$ cat src/rtl/fetch_line_buffer_pkg.sv
// fetch_line_buffer_pkg
//   Shared constants and types for the single-line instruction fetch buffer.
//   FLB_LINE_WORDS : default words per line (power of two, 2..16)
//   FLB_LW         : log2(FLB_LINE_WORDS), width of the word index
//   flb_state_e    : fill controller states
package fetch_line_buffer_pkg;

    localparam int unsigned FLB_LINE_WORDS = 4;
    localparam int unsigned FLB_LW         = $clog2(FLB_LINE_WORDS);

    typedef enum logic {
        sIDLE = 1'b0,
        sFILL = 1'b1
    } flb_state_e;

endpackage

$ cat src/rtl/fetch_line_buffer_store.sv
// fetch_line_store
//   Data array for one cache line: LINE_WORDS x 32-bit words plus one
//   valid bit per word.  Single synchronous write port, combinational read.
//
//   clk, reset_n : clock, synchronous active-low reset (clears valid bits)
//   clear_all    : drop every word-valid bit at the next edge
//   we/widx/wdata: write wdata into word widx and mark it valid
//   ridx         : read index
//   rdata/rvalid : word at ridx and its valid bit
module fetch_line_store #(
    parameter int unsigned LINE_WORDS = 4,
    parameter int unsigned LW         = 2
) (
    input  logic          clk,
    input  logic          reset_n,
    input  logic          clear_all,
    input  logic          we,
    input  logic [LW-1:0] widx,
    input  logic [31:0]   wdata,
    input  logic [LW-1:0] ridx,
    output logic [31:0]   rdata,
    output logic          rvalid
);

    logic [31:0]           words_q [LINE_WORDS];
    logic [LINE_WORDS-1:0] wvalid_q;

    always_ff @(posedge clk) begin
        if (!reset_n) begin
            wvalid_q <= '0;
        end else begin
            if (clear_all) begin
                wvalid_q <= '0;
            end
            if (we) begin
                wvalid_q[widx] <= 1'b1;
            end
        end
    end

    // Data words need no reset: they are only observed through wvalid_q.
    always_ff @(posedge clk) begin
        if (we) begin
            words_q[widx] <= wdata;
        end
    end

    assign rdata  = words_q[ridx];
    assign rvalid = wvalid_q[ridx];

endmodule

$ cat src/rtl/fetch_line_buffer.sv
// fetch_line_buffer
//   Single-line instruction buffer between the core fetch port and a
//   variable-latency instruction memory (req/ack burst fill).  Hits are
//   served combinationally; a miss fills the whole line one word per ack,
//   with stall released as soon as the requested word has arrived.
//   Core data stores that hit the buffered line invalidate it.
//
//   clk, reset_n          : clock, synchronous active-low reset
//   i_addr / i_data       : core fetch word address / instruction (0 on stall)
//   stall                 : requested word not available this cycle
//   st_strobe/st_rw/st_addr : core data port, snooped for stores
//   mem_req/mem_addr      : fill request and word address (held until ack)
//   mem_ack/mem_rdata     : beat accepted, data valid in the same cycle
//
//   state | meaning
//   sIDLE | no fill in flight; a miss starts one at the next edge
//   sFILL | burst in flight; beat_q counts accepted words
module fetch_line_buffer
    import fetch_line_buffer_pkg::*;
#(
    parameter int unsigned LINE_WORDS = FLB_LINE_WORDS,
    parameter int unsigned LW         = FLB_LW
) (
    input  logic        clk,
    input  logic        reset_n,
    input  logic [31:0] i_addr,
    output logic [31:0] i_data,
    output logic        stall,
    input  logic        st_strobe,
    input  logic        st_rw,
    input  logic [31:0] st_addr,
    output logic        mem_req,
    output logic [31:0] mem_addr,
    input  logic        mem_ack,
    input  logic [31:0] mem_rdata
);

    localparam int unsigned TW = 32 - LW;

    flb_state_e     state_q, state_d;
    logic           line_valid_q, line_valid_d;
    logic [TW-1:0]  tag_q, tag_d;
    logic [LW-1:0]  beat_q, beat_d;
    logic           refetch_q, refetch_d;
    logic           mem_req_q, mem_req_d;
    logic [31:0]    mem_addr_q, mem_addr_d;

    logic [TW-1:0]  req_tag;
    logic [LW-1:0]  req_idx;
    logic [TW-1:0]  st_tag;
    logic           st_off_unused;
    logic           miss;
    logic           snoop_hit;
    logic           beat_fire;
    logic           last_beat;
    logic           fill_start;
    logic [31:0]    line_rdata;
    logic           line_rvalid;
    logic           hit;

    assign req_tag       = i_addr[31:LW];
    assign req_idx       = i_addr[LW-1:0];
    assign st_tag        = st_addr[31:LW];
    assign st_off_unused = ^st_addr[LW-1:0];

    assign miss       = !line_valid_q || (tag_q != req_tag);
    assign snoop_hit  = st_strobe && st_rw && line_valid_q && (st_tag == tag_q);
    assign beat_fire  = (state_q == sFILL) && mem_req_q && mem_ack;
    assign last_beat  = (beat_q == LW'(LINE_WORDS - 1));
    assign fill_start = (state_q == sIDLE) && miss;

    fetch_line_store #(
        .LINE_WORDS (LINE_WORDS),
        .LW         (LW)
    ) u_store (
        .clk       (clk),
        .reset_n   (reset_n),
        .clear_all (fill_start),
        .we        (beat_fire),
        .widx      (beat_q),
        .wdata     (mem_rdata),
        .ridx      (req_idx),
        .rdata     (line_rdata),
        .rvalid    (line_rvalid)
    );

    // Per-word valid gives early restart: the requested word becomes a hit
    // the cycle after it is written, while the rest of the line still fills.
    assign hit    = line_valid_q && (tag_q == req_tag) && line_rvalid;
    assign stall  = !hit;
    assign i_data = hit ? line_rdata : 32'h0;

    assign mem_req  = mem_req_q;
    assign mem_addr = mem_addr_q;

    always_ff @(posedge clk) begin
        if (!reset_n) begin
            state_q      <= sIDLE;
            line_valid_q <= 1'b0;
            tag_q        <= '0;
            beat_q       <= '0;
            refetch_q    <= 1'b0;
            mem_req_q    <= 1'b0;
            mem_addr_q   <= 32'h0;
        end else begin
            state_q      <= state_d;
            line_valid_q <= line_valid_d;
            tag_q        <= tag_d;
            beat_q       <= beat_d;
            refetch_q    <= refetch_d;
            mem_req_q    <= mem_req_d;
            mem_addr_q   <= mem_addr_d;
        end
    end

    always_comb begin
        state_d = state_q;
        case (state_q)
            sIDLE: begin
                if (miss) begin
                    state_d = sFILL;
                end
            end
            sFILL: begin
                if (beat_fire && last_beat) begin
                    state_d = sIDLE;
                end
            end
            default: state_d = sIDLE;
        endcase
    end

    always_comb begin
        line_valid_d = line_valid_q;
        tag_d        = tag_q;
        beat_d       = beat_q;
        refetch_d    = refetch_q;
        mem_req_d    = mem_req_q;
        mem_addr_d   = mem_addr_q;
        case (state_q)
            sIDLE: begin
                if (miss) begin
                    // Fill start takes priority; a same-cycle snoop was
                    // compared against the outgoing tag and is dropped.
                    tag_d        = req_tag;
                    line_valid_d = 1'b1;
                    beat_d       = '0;
                    mem_req_d    = 1'b1;
                    mem_addr_d   = {req_tag, {LW{1'b0}}};
                end else if (snoop_hit) begin
                    line_valid_d = 1'b0;
                end
            end
            sFILL: begin
                // A store into the line being filled cannot abort the burst;
                // remember it and drop the line once the burst is done.
                if (snoop_hit) begin
                    refetch_d = 1'b1;
                end
                if (beat_fire) begin
                    if (last_beat) begin
                        mem_req_d = 1'b0;
                        beat_d    = '0;
                        if (refetch_q || snoop_hit) begin
                            line_valid_d = 1'b0;
                            refetch_d    = 1'b0;
                        end
                    end else begin
                        beat_d     = beat_q + 1'b1;
                        mem_addr_d = mem_addr_q + 32'd1;
                    end
                end
            end
            default: begin
                mem_req_d = 1'b0;
            end
        endcase
    end

endmodule
$ cat config.mk
export PLATFORM = sky130hd
export DESIGN_NAME = fetch_line_buffer
export DESIGN_NICKNAME = d
export VERILOG_FILES = /design/src/rtl/fetch_line_buffer_pkg.sv /design/src/rtl/fetch_line_buffer_store.sv /design/src/rtl/fetch_line_buffer.sv
export SDC_FILE = /design/constraint.sdc
export NUM_CORES = 1
export LEC_CHECK = 0
export CAP_MARGIN = 30
export CORE_ASPECT_RATIO = 1.1
export CORE_UTILIZATION = 40
export DETAILED_ROUTE_END_ITERATION = 10
export PLACE_DENSITY_LB_ADDON = 0.1
export SYNTH_ARGS = -nofsm -noshare
export SYNTH_HDL_FRONTEND = slang
export SYNTH_SLANG_ARGS = --single-unit
$ cat constraint.sdc
create_clock -name clk -period 2.2 [get_ports clk]
set_input_delay 0.22 -clock clk [delete_from_list [all_inputs] [get_ports clk]]
set_output_delay 0.22 -clock clk [all_outputs]
set_load 0.1 [all_outputs]
==> flow_summary.ini <==
[critical_path]
crit_required_ps = 1980
critPathMaxFanout = 17
slowest_delay_ps = 590
worstSetupPathType = flip-flop to output port
cp-startpoint = tag_q[4]$_SDFFE_PN0P_
r2r-start = tag_q[4]$_SDFFE_PN0P_
cp.arrival_ps = 2580
cp_common_cell = buf_12
worstPathCellList = xnor2_2 > nand4_1 > or4_4 > nor3_4 > buf_12 > buf_12 > and3_2 > buf_12
reg2reg_to = mem_addr[28]$_SDFFE_PN0P_
r2r_slack_ps = -320
startpoint_type = flip-flop
crit_slowest_cell = or4_4
r2r_cells = 10
worstSetupEndpointType = output port

[clock_network]
cts_root_buffer = clkbuf_16
cts_tree = yes
cts_sinks = 200
clk_pin_slew_ps = 80
cts_max_level = 4
cts_buffers = 17
clock_latency_ps = 440
cts_max_path_buffers = 2

[timing]
setup_viol = 96
hold_violations = 0
fin_crit_ps = 2800
fmax_mhz = 357
clock_skew_ps = 12.9
rsz0062_at_grt = yes
fin_ws_ps = -604
fin_crit_sh_pct = 127
tightest_slew_ps = 548
slew_violations = 0
slew-limit-headroom_pct = 63.5

[floorplan]
ioPinCount = 167
rows = 57
core_um2 = 22000
start_util_pct = 40.7
die_w_um = 145
die_h_um = 159
die_area_um2 = 23000

[grt]
grt-ovfl-total = 0
grt_pass1_vias = 7299
antenna_found_initial = 1
grt_max_degree = 35
grt_pass1_wl_um = 40800
grtUsageTotal_pct = 24.0

[power_and_ir_drop]
vdd_drop_max_uv = 575
pwr-share-clk_pct = 37.1
comb_power_share_pct = 14.5
power.density_nw_per_um2 = 648
switching_power_mw = 2.42
p_leak_nw = 4.86
swShare_pct = 28.1
intPower_mw = 6.17
seqPwrFrac_pct = 48.4

[logic_synthesis]
syn-num-nets = 831
syn_avg_cell_area_um2 = 12.4
synth_seq_cells = 200
synth_edf_count = 128
synth_ff_type = edfxtp_1
ys_types = 56
mappedNetlistArea_um2 = 8970
synthCells = 725
yosys_warnings = 0
async_flop_share_pct = 0
seq_area_frac_synth_pct = 58.9

[finish]
final_nets = 1098
layout_common_cells = buf_4, edfxtp_1, clkdlybuf4s50_1, nand2_1, a21oi_1
area_growth_syn_to_layout_pct = 47.8
drive_gt1_share_pct = 38.7
post-route-util_pct = 60.2
antennaDiodeCount = 0

[routing]
wl_per_cell_um = 20.6
avgViaCountPerCell = 5.45
wirelength_um = 26700
antenna_left = 0
vias = 7089
firstDrtPassIters = 5
drt-initial-drc-count = 440
drc = 0

[place]
pre_cts_ws_ps = -648
portBuffers = 164
gp_congestion = 0.891
dp_hpwl_um = 18500

[flow_run]
drv_cap = 0

[worst_hold_path]
whs_endpoint = tag_q[18]$_SDFFE_PN0P_
hold_depth = 3
hp-class = input pin to flip-flop
hold_path_startpoint = i_addr[20]

[run_status]
status = finished, violations left
violations = negative setup slack
==> synthesized netlist by cell type, drive strengths merged (3+ instances only) <==
cell type | n | area share, %
nand2 | 91 | 3.8
nand3 | 26 | 1.5
inv | 11 | 0.46
a221oi | 3 | 0.29
nand4 | 22 | 1.5
nor3 | 11 | 0.74
o221a | 8 | 1.0
nor4 | 13 | 1.2
mux2i | 5 | 0.56
and3 | 39 | 2.7
edfxtp | 128 | 43
xnor2 | 50 | 4.9
o21ai | 13 | 0.73
o31ai | 4 | 0.49
mux4 | 33 | 8.3
a21oi | 62 | 3.5
and2 | 6 | 0.42
a41oi | 3 | 0.29
a31oi | 6 | 0.42
ha | 5 | 0.70
dfxtp | 72 | 16
o22ai | 3 | 0.21
or4 | 3 | 0.38
nor2 | 22 | 0.92
clkbuf | 28 | 1.2
xor2 | 15 | 1.5
buf | 13 | 0.77
==> through the flow <==
| step | instance area, µm² | std cells | power (mW) | hold WS (ps) | setup TNS [ps] |
|---|---|---|---|---|---|
| finish | 13300 | 1300 | 8.59 | 208 | -32190 |
| global route | 13300 | 1300 | 8.88 | 219 | -39850 |
| CTS | 13000 | 1293 | 8.61 | 389 | -43310 |
| detailed placement | 12200 | 1246 | 5.41 | 480 | -55530 |
| global placement | 12200 | 1246 | 5.40 | 462 | -58920 |
| floorplan | 9140 | 725 | 4.86 | 319 | -5820 |
==> critical path, delay by kind of cell (launching register included) <==
| family | cells | cell delay, ps |
|---|---|---|
| buffers and inverters | 3 | 460 |
| XOR/XNOR | 1 | 180 |
| AND/OR/NAND/NOR | 4 | 1170 |
| flip-flops | 1 | 340 |
==> timing repair <==
item,4_1_cts,5_1_grt
pin swaps,12,29
setup buffers,12,11
gates resized for setup,21,43
endpoints found under the hold margin,0,0
hold buffers,0,0
endpoints found under the setup margin,96,100
gates cloned,3,2
==> layout make-up <==
cell class / count / area, µm²
well taps: 295 / 369
multi-input cells: 472 / 3710
clock buffers: 17 / 425
fillers: 1773 / 8780
clock inverters: 15 / 191
flip-flops and latches: 200 / 5390
inverters: 12 / 45.0
repair buffers: 289 / 3130
==> kinds of logic after synthesis <==
group / after synthesis / synth area share [%]
AO/OA/AOI/OAI: 127 / 9.23
XOR/XNOR: 65 / 6.35
buffers and inverters: 53 / 2.44
multiplexers: 38 / 8.84
AND/OR/NAND/NOR: 237 / 13.5
flip-flops: 200 / 58.9
adder cells (fa/ha/maj): 5 / 0.697
==> sequential cells by signal, summed over array words and instances, names as in the netlist <==
name and cells:
mem_req 1, refetch_q 1, beat_q 2, line_valid_q 1, u_store.wvalid_q 4, mem_addr 32, u_store.words_q 128, state_q 1
tag_q 30
==> worst max-delay path by stage <==
| stage | to | cells after the start |
|---|---|---|
| after floorplan | i_data[10] | 6 |
| after global placement | i_data[15] | 8 |
| after detailed placement | i_data[29] | 8 |
| after CTS | i_data[19] | 8 |
| after global routing | i_data[18] | 8 |
| final | i_data[13] | 8 |
==> power groups by stage <==
stage	registers, mW	clock network, mW	logic, mW
4_1_cts	4.15	3.24	1.21
2_1_floorplan	4.48	0	0.375
3_5_place_dp	4.24	0	1.18
6_report	4.15	3.19	1.25
5_1_grt	4.17	3.40	1.32
3_3_place_gp	4.23	0	1.17
==> routing by layer <==
metal	vias up	global-route usage, %	part of all wire, %
met5	-	0	0
met3	60	4.03	5.6
met2	271	39.7	49
li1	3289	-	-
met1	3469	29.3	40
met4	0	13.7	4.9
No activity file was read; power rests on OpenSTA's default activity.
